`src/rtl/bit_deserializer_if.sv`:
```
// Serial bit input and parallel word output bundle for bit_deserializer.
// The master side drives the serial stream; the slave side is the deserializer.
interface bit_deserializer_if #(
  parameter int WIDTH = 8
);
  logic             data_i;
  logic             data_val_i;
  logic [WIDTH-1:0] data_o;
  logic             data_val_o;
  logic             busy_o;
  logic             drop_o;

  modport master (
    output data_i, data_val_i,
    input  data_o, data_val_o, busy_o, drop_o
  );

  modport slave (
    input  data_i, data_val_i,
    output data_o, data_val_o, busy_o, drop_o
  );
endinterface

```
`src/rtl/bit_deserializer.sv`:
```
// Packs qualified serial bits into WIDTH-bit words with a one-cycle valid strobe.
// Partial words are discarded after TIMEOUT idle cycles and reported on drop_o.
module bit_deserializer #(
  parameter int WIDTH     = 8,
  parameter int MSB_FIRST = 1,
  parameter int TIMEOUT   = 16
) (
  input  logic              clk_i,
  input  logic              srst_i,
  bit_deserializer_if.slave bus
);
  localparam int CW = $clog2(WIDTH) + 1;

  typedef enum logic {IDLE = 1'b0, COLLECT = 1'b1} state_t;

  state_t           state_q, state_d;
  logic [CW-1:0]    cnt_q, cnt_d;
  logic [WIDTH-1:0] sh_q, sh_nxt, data_q;
  logic             val_q, drop_q;
  logic             word_done, drop_d, gap_hit;

  // Completed word is taken from sh_nxt so it already includes the current bit.
  always_comb begin
    if (MSB_FIRST != 0) sh_nxt = {sh_q[WIDTH-2:0], bus.data_i};
    else                sh_nxt = {bus.data_i, sh_q[WIDTH-1:1]};
  end

  generate
    if (TIMEOUT > 0) begin : g_gap
      localparam int GW = $clog2(TIMEOUT + 1);
      logic [GW-1:0] gap_q;

      assign gap_hit = (state_q == COLLECT) && !bus.data_val_i &&
                       (gap_q == GW'(TIMEOUT - 1));

      always_ff @(posedge clk_i) begin
        if (srst_i || bus.data_val_i || state_q != COLLECT || gap_hit)
          gap_q <= '0;
        else if (gap_q != GW'(TIMEOUT))
          gap_q <= gap_q + GW'(1);
      end
    end else begin : g_nogap
      assign gap_hit = 1'b0;
    end
  endgenerate

  always_comb begin
    state_d   = state_q;
    cnt_d     = cnt_q;
    word_done = 1'b0;
    drop_d    = 1'b0;
    if (bus.data_val_i) begin
      if (cnt_q == CW'(WIDTH - 1)) begin
        word_done = 1'b1;
        cnt_d     = '0;
        state_d   = IDLE;
      end else begin
        cnt_d   = cnt_q + CW'(1);
        state_d = COLLECT;
      end
    end else if (gap_hit) begin
      drop_d  = 1'b1;
      cnt_d   = '0;
      state_d = IDLE;
    end
  end

  always_ff @(posedge clk_i) begin
    if (srst_i) begin
      state_q <= IDLE;
      cnt_q   <= '0;
      sh_q    <= '0;
      data_q  <= '0;
      val_q   <= 1'b0;
      drop_q  <= 1'b0;
    end else begin
      state_q <= state_d;
      cnt_q   <= cnt_d;
      if (bus.data_val_i) sh_q   <= sh_nxt;
      if (word_done)      data_q <= sh_nxt;
      val_q  <= word_done;
      drop_q <= drop_d;
    end
  end

  assign bus.data_o     = data_q;
  assign bus.data_val_o = val_q;
  assign bus.drop_o     = drop_q;
  assign bus.busy_o     = (state_q == COLLECT);
endmodule

```
`src/flat_wrapper.sv`:
```
// flat-port wrapper written by rule: the top's interface ports become plain ports
module bit_deserializer_flat 
#(
  parameter int WIDTH     = 8,
  parameter int MSB_FIRST = 1,
  parameter int TIMEOUT   = 16
)
  (clk_i, srst_i, bus_data_i, bus_data_val_i, bus_data_o, bus_data_val_o, bus_busy_o, bus_drop_o);
  bit_deserializer_if #(.WIDTH(WIDTH)) bus_i ();
  input  logic clk_i;
  input  logic srst_i;
  input wire logic [$bits(bus_i.data_i)-1:0] bus_data_i;
  input wire logic [$bits(bus_i.data_val_i)-1:0] bus_data_val_i;
  output wire logic [$bits(bus_i.data_o)-1:0] bus_data_o;
  output wire logic [$bits(bus_i.data_val_o)-1:0] bus_data_val_o;
  output wire logic [$bits(bus_i.busy_o)-1:0] bus_busy_o;
  output wire logic [$bits(bus_i.drop_o)-1:0] bus_drop_o;
  assign bus_i.data_i = bus_data_i;
  assign bus_i.data_val_i = bus_data_val_i;
  assign bus_data_o = bus_i.data_o;
  assign bus_data_val_o = bus_i.data_val_o;
  assign bus_busy_o = bus_i.busy_o;
  assign bus_drop_o = bus_i.drop_o;
  bit_deserializer #(.WIDTH(WIDTH), .MSB_FIRST(MSB_FIRST), .TIMEOUT(TIMEOUT)) u_core (.clk_i(clk_i), .srst_i(srst_i), .bus(bus_i));
endmodule
```
`config.mk`:
```
export PLATFORM = sky130hd
export DESIGN_NAME = bit_deserializer_flat
export DESIGN_NICKNAME = d
export VERILOG_FILES = /design/src/rtl/bit_deserializer_if.sv /design/src/rtl/bit_deserializer.sv /design/src/flat_wrapper.sv
export SDC_FILE = /design/constraint.sdc
export NUM_CORES = 1
export LEC_CHECK = 0
export ABC_CLOCK_PERIOD_IN_PS = 1550
export CAP_MARGIN = 5
export CORE_MARGIN = 3
export CORE_UTILIZATION = 47
export CTS_CLUSTER_DIAMETER = 60
export DETAILED_ROUTE_END_ITERATION = 10
export GPL_ROUTABILITY_DRIVEN = 0
export PLACE_DENSITY = 0.73
export REMOVE_ABC_BUFFERS = 1
export SYNTH_ARGS = -nofsm -noshare
export SYNTH_HDL_FRONTEND = slang
export SYNTH_SLANG_ARGS = --single-unit
```
`constraint.sdc`:
```
create_clock -name clk_i -period 1.55 [get_ports clk_i]
set_input_delay 0.31 -clock clk_i [delete_from_list [all_inputs] [get_ports clk_i]]
set_output_delay 0.31 -clock clk_i [all_outputs]
set_load 0.02 [all_outputs]
```
=== After elaboration in Yosys (flattened, before gate mapping) ===
Cells that the tools add are included.

* Bits of input ports: 4
* Word-level logic and storage cells: 30
* Register bits: 27
* Output and inout port bits: 11

* Reduce and logical (&&, ||, !) cells: 8
* Multiplexer cells: 9
* Eq/ne operators: 3
* $add $sub $neg: 2
* Bitwise logic cells: 1

{| class="wikitable"
|+ Operators by type and width
! kind !! count
|-
| 4-bit two-way mux || 3
|-
| 1-bit two-way mux || 6
|-
| 5-bit by 1-bit adder with 5-bit output (second input constant) || 1
|-
| 5-bit by 4-bit equality test with 1-bit output (second input constant) || 1
|-
| 5-bit inequality test (second input constant) || 1
|-
| 4-bit by 1-bit adder with 4-bit output (second input constant) || 1
|-
| 4-bit by 3-bit equality test with 1-bit output (second input constant) || 1
|-
| 1-bit logical OR || 3
|-
| 1-bit logical AND || 2
|-
| 2-bit nonzero test || 1
|-
| 2-bit OR reduction || 1
|-
| 1-bit logical NOT || 1
|-
| 1-bit inverter || 1
|}

=== Logic depth before layout (Yosys ltp) ===
Gate-level depths: netlist of run 1.

* Depth after elaboration: 5
* Mapped depth: 6
* Gate-level depth less buffers: 6

=== Worst setup path after synthesis of run 1 ===
No wires, ideal clock.

* Path kind: reg2reg
* Start: reg u_core.g_gap.gap_q[0]
* End: reg u_core.g_gap.gap_q[2]
* Data arrival time: 1.662 ns
* Cell stages (with the launch flop): 7
* Data required time: 1.477 ns
* Path buffers: 1
* Setup time: 0.073 ns
* Clock period less this slack: 1.735 ns
* Slack: -0.185 ns
* Path through: dfxtp_1 ha_1 and3_1 ha_1 or4b_1 clkbuf_1 nor3_2

* Longest elaborated chain between the ends: 3
* Elaborated cells between the ends (all ways): 5
* Classes of those cells: add/sub (1); eq/ne (2); reduce/logical (2)

{| class="wikitable"
|+ RTL lines
! what !! line !! RTL
|-
| start: declaration || bit_deserializer.sv:31 || <nowiki>logic [GW-1:0] gap_q;</nowiki>
|-
| start signal: assignment || bit_deserializer.sv:40 || <nowiki>gap_q <= gap_q + GW'(1);</nowiki>
|-
| branches (longest 3 deep; another with 5-bit by 1-bit adder with 5-bit output) || n/a ||
|}

Parallel ways; which one is timed is not known.
A chain may end at the register's enable or synchronous reset.

=== Worst setup path in the final report of run 1 ===
* Start: reg u_core.g_gap.gap_q[0]
* End: reg u_core.g_gap.gap_q[4]

Same word-level chain as after synthesis.

==> impl_metrics.env, run 1 <==
export IMPL_status="complete, but fails checks"
export IMPL_violations="negative setup slack"
export IMPL_area_delta_synth_final_pct=27.8
export IMPL_portBuffers=14
export IMPL_peakVddDrop_mv=0.480
export IMPL_clk_latency_ns=0.32
export IMPL_synth_seq_cells=27
export IMPL_fmaxAchievable_mhz=630
export IMPL_cts_sinks=27
export IMPL_wl_met1_um=1010
export IMPL_hold_viol=0
export IMPL_fin_tns_setup_ns=-0.0876
export IMPL_ant_nets=0
export IMPL_ys_types=25
export IMPL_endpoint_kind="flip-flop"
export IMPL_rsz0062_at_grt="yes"
export IMPL_hold_path_class="reg2reg"
export IMPL_final_cells=168
export IMPL_arrival_ns=1.85
export IMPL_drive_gt1_share_pct=17.7
export IMPL_fp_dieArea_um2=2890
export IMPL_comb_power_share_pct=6.4
export IMPL_drt_iter0_drc=13
export IMPL_fin_worst_skew_ns=0.00382
export IMPL_layout_nets=150
export IMPL_die_height_um=53.8
export IMPL_power_frac_seq_pct=65.9
export IMPL_path_class="reg2reg"
export IMPL_maxSlewViolCount=0
export IMPL_p_int_uw=839
export IMPL_fin_crit_ns=1.59
export IMPL_layout_common_cells="dfxtp_1, nand2_1, buf_4"
export IMPL_final_setup_worst_slack_ns=-0.0380
export IMPL_antenna_found_initial=0
export IMPL_rows=16
export IMPL_finalCritPeriodShare_pct=102
export IMPL_seqCellArea_um2=543
export IMPL_core_um2=2060
export IMPL_grt_ovfl_total=0
export IMPL_worst_ep_required_time_ns=1.81
export IMPL_multiInputGateArea_um2=536
export IMPL_antenna_cells=0
export IMPL_dr_pass1_iters=4
export IMPL_startpoint_type="flip-flop"
export IMPL_dr_max_layer_used="met4"
export IMPL_fin_hold_ws_ns=0.462
export IMPL_fillers=187
export IMPL_syn_avg_cell_area_um2=9.16
export IMPL_dpl_instance_area_um2=1300
export IMPL_dpl_hpwl_um=1620
export IMPL_synth_cells=117
export IMPL_crit_chain="ha_4, and3_4, ha_4, or4b_4, a21oi_2"
export IMPL_crit_top_cell="ha_4"
export IMPL_drt_wirelength_per_cell_um=13.6
export IMPL_vias=874
export IMPL_total_power_mw=1.08
export IMPL_synth_area_um2=1070
export IMPL_wl_um=2290
export IMPL_grt_pass1_vias=787
export IMPL_path_max_fanout=6
export IMPL_clk_pin_slew_worst_paths_ns=0.14
export IMPL_io_pins=15
export IMPL_numCtsBuffers=3
export IMPL_slowest_stage="or4b_4"
export IMPL_maxCapViolCount=0
export IMPL_clkPwrFrac_pct=27.6
export IMPL_fp_dieW_um=53.8
export IMPL_finalSetupViolations=5
export IMPL_root_buffer="clkbuf_4"
export IMPL_cts_buffer_depth=2
export IMPL_sw_frac_of_total_pct=22.4
export IMPL_layout_commonest_cell="dfxtp_1"
export IMPL_start_util_pct=52.0
export IMPL_grt_pass1_wl_um=3680
export IMPL_grt_max_degree=23
export IMPL_p_switching_uw=243
export IMPL_cpPeakStageDelay_ns=0.57
export IMPL_maxSlewHeadroom_pct=84.9
export IMPL_grt_util_all_layers_pct=18.3
export IMPL_cts_tree="done"
export IMPL_p_leak_nw=0.570
export IMPL_remaining_drc_errors=0
export IMPL_p_per_area_nw_per_um2=790
export IMPL_wl_met3_um=76
export IMPL_worst_pin_slew_ns=0.226
export IMPL_vias_per_cell=5.20
export IMPL_postLayoutCellArea_um2=1370
export IMPL_cts_hold_buf=0
export IMPL_synth_warnings=0
export IMPL_h_tree_depth=1
export IMPL_wl_met2_um=1170
export IMPL_ys_seq_area_share_pct=50.4
export IMPL_place_inst=163
## what timing repair did
action	4_1_cts	5_1_grt
gates resized for setup	22	0
setup buffers	0	1
pin swaps	6	1
endpoints found under the setup margin	17	6
## final timing paths
check                                                   startpoint                            endpoint  slack (ns)  depth (start not counted)
worst max-delay path            u_core.g_gap.gap_q[0]$_SDFFE_PP0P_  u_core.g_gap.gap_q[4]$_SDFFE_PP0P_       -0.04                          5
worst min register to register   u_core.bus.data_o[7]$_SDFFE_PP0P_   u_core.bus.data_o[7]$_SDFFE_PP0P_        0.46                          2
worst max register to register  u_core.g_gap.gap_q[0]$_SDFFE_PP0P_  u_core.g_gap.gap_q[4]$_SDFFE_PP0P_       -0.04                          5
worst min-delay path             u_core.bus.data_o[7]$_SDFFE_PP0P_   u_core.bus.data_o[7]$_SDFFE_PP0P_        0.46                          2
## synth_stat cells
cell type  instances  area share, %
o21ai_1            1           0.47
and4bb_1           1            1.2
nor2_1            12            4.2
o21ai_0            1           0.47
nand2_1           20            7.0
and3_1             1           0.58
inv_1              4            1.4
buf_2              2           0.93
nor3_1             1           0.47
and4b_1            1           0.93
nand3_1            3            1.4
or4b_1             2            1.9
nand2b_1           1           0.58
nor3_2             1           0.93
mux2i_1            8            7.5
ha_1               4            4.7
dfxtp_1           27             50
clkbuf_1           4            1.4
nand3b_1           4            2.8
xor2_1             2            1.6
nand4b_1           1           0.82
a21oi_1           12            5.6
nor2b_1            1           0.58
xnor2_1            2            1.6
a31oi_1            1           0.58
## per-stage QoR
step / util, % / worst slack [ns]
after floorplan: - / -0.161
after global placement: 63.2 / -0.185
after detailed placement: 63.2 / -0.250
after CTS: 66.1 / -0.0513
after global routing: 66.4 / -0.0444
final: 66.4 / -0.0380
## power groups by stage
stage	clock network (mW)	logic, mW	registers (mW)
floorplan	0	0.0247	0.729
global placement	0	0.0667	0.727
detailed placement	0	0.0680	0.728
CTS	0.310	0.0696	0.713
global route	0.334	0.0758	0.715
finish	0.299	0.0697	0.714
## routing by layer
metal / GRT usage, % / vias up
met5: 0 / -
met1: 21.2 / 410
li1: - / 441
met2: 31.9 / 19
met4: 10.2 / 0
met3: 2.77 / 4
## area by class of cell
cell class | count | area share, %
clock buffers | 4 | 1.92
inverters | 4 | 1.10
multi-input cells | 80 | 39.1
flip-flops and latches | 27 | 39.6
well taps | 27 | 2.47
repair buffers | 26 | 15.8
## critical path, delay by kind of cell, from the launching register on
kind	cells	cell delay [ns]
simple gates	2	0.72
fa+ha+maj	2	0.31
flops	1	0.36
compound gates	1	0.13
## registers in the layout, indices dropped and copies added (netlist names)
register               cells
u_core.bus.busy_o          1
u_core.bus.data_o          8
u_core.bus.data_val_o      1
u_core.bus.drop_o          1
u_core.cnt_q               4
u_core.g_gap.gap_q         5
u_core.sh_q                7
## cell families (layout without fill, tap and decap cells)
logic type      count (synthesis)  after routing  share of synthesized area, %
fa+ha+maj                       4              4                          4.67
simple gates                   49             49                          23.3
buf+inv                        10             34                          3.73
xor+xnor                        4              4                          3.27
flops                          27             27                          50.4
mux                             8              8                          7.47
compound gates                 15             15                          7.12
Power figures use the tool's default switching activity.
==> run 2: changes to the inputs <==
--- a/config.mk
+++ b/config.mk
@@ -7,8 +7,10 @@
 export LEC_CHECK = 0
 export ABC_CLOCK_PERIOD_IN_PS = 1550
 export CAP_MARGIN = 5
+export CORE_ASPECT_RATIO = 1.75
 export CORE_MARGIN = 3
 export CORE_UTILIZATION = 47
+export CTS_BUF_LIST = sky130_fd_sc_hd__clkbuf_16
 export CTS_CLUSTER_DIAMETER = 60
 export DETAILED_ROUTE_END_ITERATION = 10
 export GPL_ROUTABILITY_DRIVEN = 0
==> impl_metrics.env, run 2 (synthesis results as in run 1) <==
export IMPL_status="finished, final reports clean"
export IMPL_dpl_instance_area_um2=1300
export IMPL_rsz0062_at_grt="yes"
export IMPL_p_leak_nw=0.574
export IMPL_dpl_hpwl_um=1520
export IMPL_antenna_cells=0
export IMPL_fin_worst_skew_ns=0.00493
export IMPL_dr_pass1_iters=4
export IMPL_crit_top_cell="ha_4"
export IMPL_post_cts_repair_setup_buffers=0
export IMPL_grt_pass1_vias=876
export IMPL_worst_pin_slew_ns=0.202
export IMPL_hold_viol=0
export IMPL_postLayoutCellArea_um2=1430
export IMPL_cts_sinks=27
export IMPL_reg2reg_from="u_core.g_gap.gap_q[0]$_SDFFE_PP0P_"
export IMPL_clk_pin_slew_worst_paths_ns=0.07
export IMPL_drt_wirelength_per_cell_um=12.9
export IMPL_die_height_um=69.2
export IMPL_final_setup_worst_slack_ns=0.00724
export IMPL_start_util_pct=49.9
export IMPL_clk_latency_ns=0.26
export IMPL_layout_common_cells="dfxtp_1, nand2_1"
export IMPL_peakVddDrop_mv=0.682
export IMPL_remaining_drc_errors=0
export IMPL_ant_nets=0
export IMPL_root_buffer="clkbuf_16"
export IMPL_largest_reg_flops=8
export IMPL_grt_ovfl_total=0
export IMPL_rr_worst_depth=5
export IMPL_cpPeakStageDelay_ns=0.53
export IMPL_maxSlewViolCount=0
export IMPL_wl_um=2120
export IMPL_endpoint_kind="flip-flop"
export IMPL_worst_ep_required_time_ns=1.75
export IMPL_maxSlewHeadroom_pct=86.2
export IMPL_slowest_stage="or4b_4"
export IMPL_area_delta_synth_final_pct=33.3
export IMPL_drt_iter0_drc=30
export IMPL_path_depth=5
export IMPL_fin_tns_setup_ns=0
export IMPL_total_power_mw=1.37
export IMPL_dp_slack_ns=-0.242
export IMPL_grt_util_all_layers_pct=16.7
export IMPL_p_per_area_nw_per_um2=959
export IMPL_maxCapViolCount=0
export IMPL_fin_hold_ws_ns=0.457
export IMPL_fp_dieArea_um2=2910
export IMPL_holdPathStages=2
export IMPL_finalSetupViolations=0
export IMPL_h_tree_depth=1
export IMPL_critPathTopFamily="simple AND/OR/NAND/NOR gates"
export IMPL_core_um2=2150
export IMPL_crit_chain="ha_4, and3_4, ha_4, or4b_4, nor2_1"
export IMPL_grt_pass1_wl_um=3770
export IMPL_antenna_found_initial=0
export IMPL_fmaxAchievable_mhz=648
export IMPL_fillers=178
export IMPL_hp_start="u_core.bus.data_o[3]$_SDFFE_PP0P_"
export IMPL_numCtsBuffers=3
export IMPL_portBuffers=14
export IMPL_fin_crit_ns=1.54
export IMPL_arrival_ns=1.74
export IMPL_fp_dieW_um=42.1
export IMPL_rows=22
export IMPL_grt_max_degree=23
export IMPL_crit_start="u_core.g_gap.gap_q[0]$_SDFFE_PP0P_"
export IMPL_cp_buffers_inverters=0
export IMPL_layout_commonest_cell="dfxtp_1"
export IMPL_finalCritPeriodShare_pct=99.5
export IMPL_startpoint_type="flip-flop"
export IMPL_layout_nets=149
export IMPL_io_pins=15
export IMPL_path_class="reg2reg"
export IMPL_cts_buffer_depth=2
export IMPL_path_max_fanout=6
export IMPL_drive_gt1_share_pct=17.1
export IMPL_hold_path_class="reg2reg"
export IMPL_vias_per_cell=5.25
export IMPL_cts_tree="done"
export IMPL_vias=861
run 2: changes by cell type in the layout (fill, tap and decap cells not counted):
cell | before | now
dlygate4sd2_1 | 11 | 1
clkdlybuf4s50_1 | 3 | 11
clkbuf_16 | 0 | 3
clkbuf_4 | 3 | 0
dlymetal6s2s_1 | 0 | 2
buf_4 | 12 | 11
clkbuf_1 | 1 | 0
clkinvlp_4 | 0 | 1
o21ai_1 | 0 | 1
o21ai_2 | 1 | 0
run 2: cell type report:
cell class / instances / area [um^2] / share of cell area [%]
Inverter: 4 / 15.0 / 1.05
Clock inverter: 1 / 7.51 / 0.525
Tap cell: 24 / 30.0 / 2.10
Sequential cell: 27 / 543 / 38.0
Multi-Input combinational cell: 80 / 532 / 37.2
Clock buffer: 3 / 75.1 / 5.25
Timing Repair Buffer: 25 / 226 / 15.8
run 2: what timing repair did:
item	4_1_cts	5_1_grt
gates resized for setup	10	3
setup endpoints to repair	7	8
hold buffers	0	0
hold endpoints to repair	0	0
pin swaps	5	0
run 2: per-stage QoR:
step / utilization (%) / std cells
final: 66.6 / 164
after CTS: 65.9 / 164
after floorplan: - / 111
after global routing: 66.6 / 164
after global placement: 60.5 / 160
after detailed placement: 60.5 / 160
run 2: worst min-delay path: stages (launching register included):
cell,delay [ns]
dfxtp_1,0.31
nand2_1,0.05
a21oi_1,0.05
run 2: final timing paths:
path / to / slack (ns)
setup / recovery: u_core.g_gap.gap_q[3]$_SDFFE_PP0P_ / 0.007
hold reg to reg: u_core.bus.data_o[3]$_SDFFE_PP0P_ / 0.46
hold / removal: u_core.bus.data_o[3]$_SDFFE_PP0P_ / 0.46
setup reg to reg: u_core.g_gap.gap_q[3]$_SDFFE_PP0P_ / 0.007
run 2: power by group:
| group | internal (mW) | switching, mW |
|---|---|---|
| registers | 0.704 | 0.00921 |
| logic | 0.0338 | 0.0353 |
| clock network | 0.351 | 0.237 |
run 2: per-layer routing:
layer | part of all wire, % | wire length, um | GRT usage, % | vias up
li1 | - | - | - | 437
met1 | 43 | 915 | 19.2 | 406
met2 | 51 | 1090 | 28.3 | 13
met3 | 2.6 | 56 | 2.60 | 5
met4 | 2.7 | 57 | 9.69 | 0
met5 | 0 | 0 | 0 | -
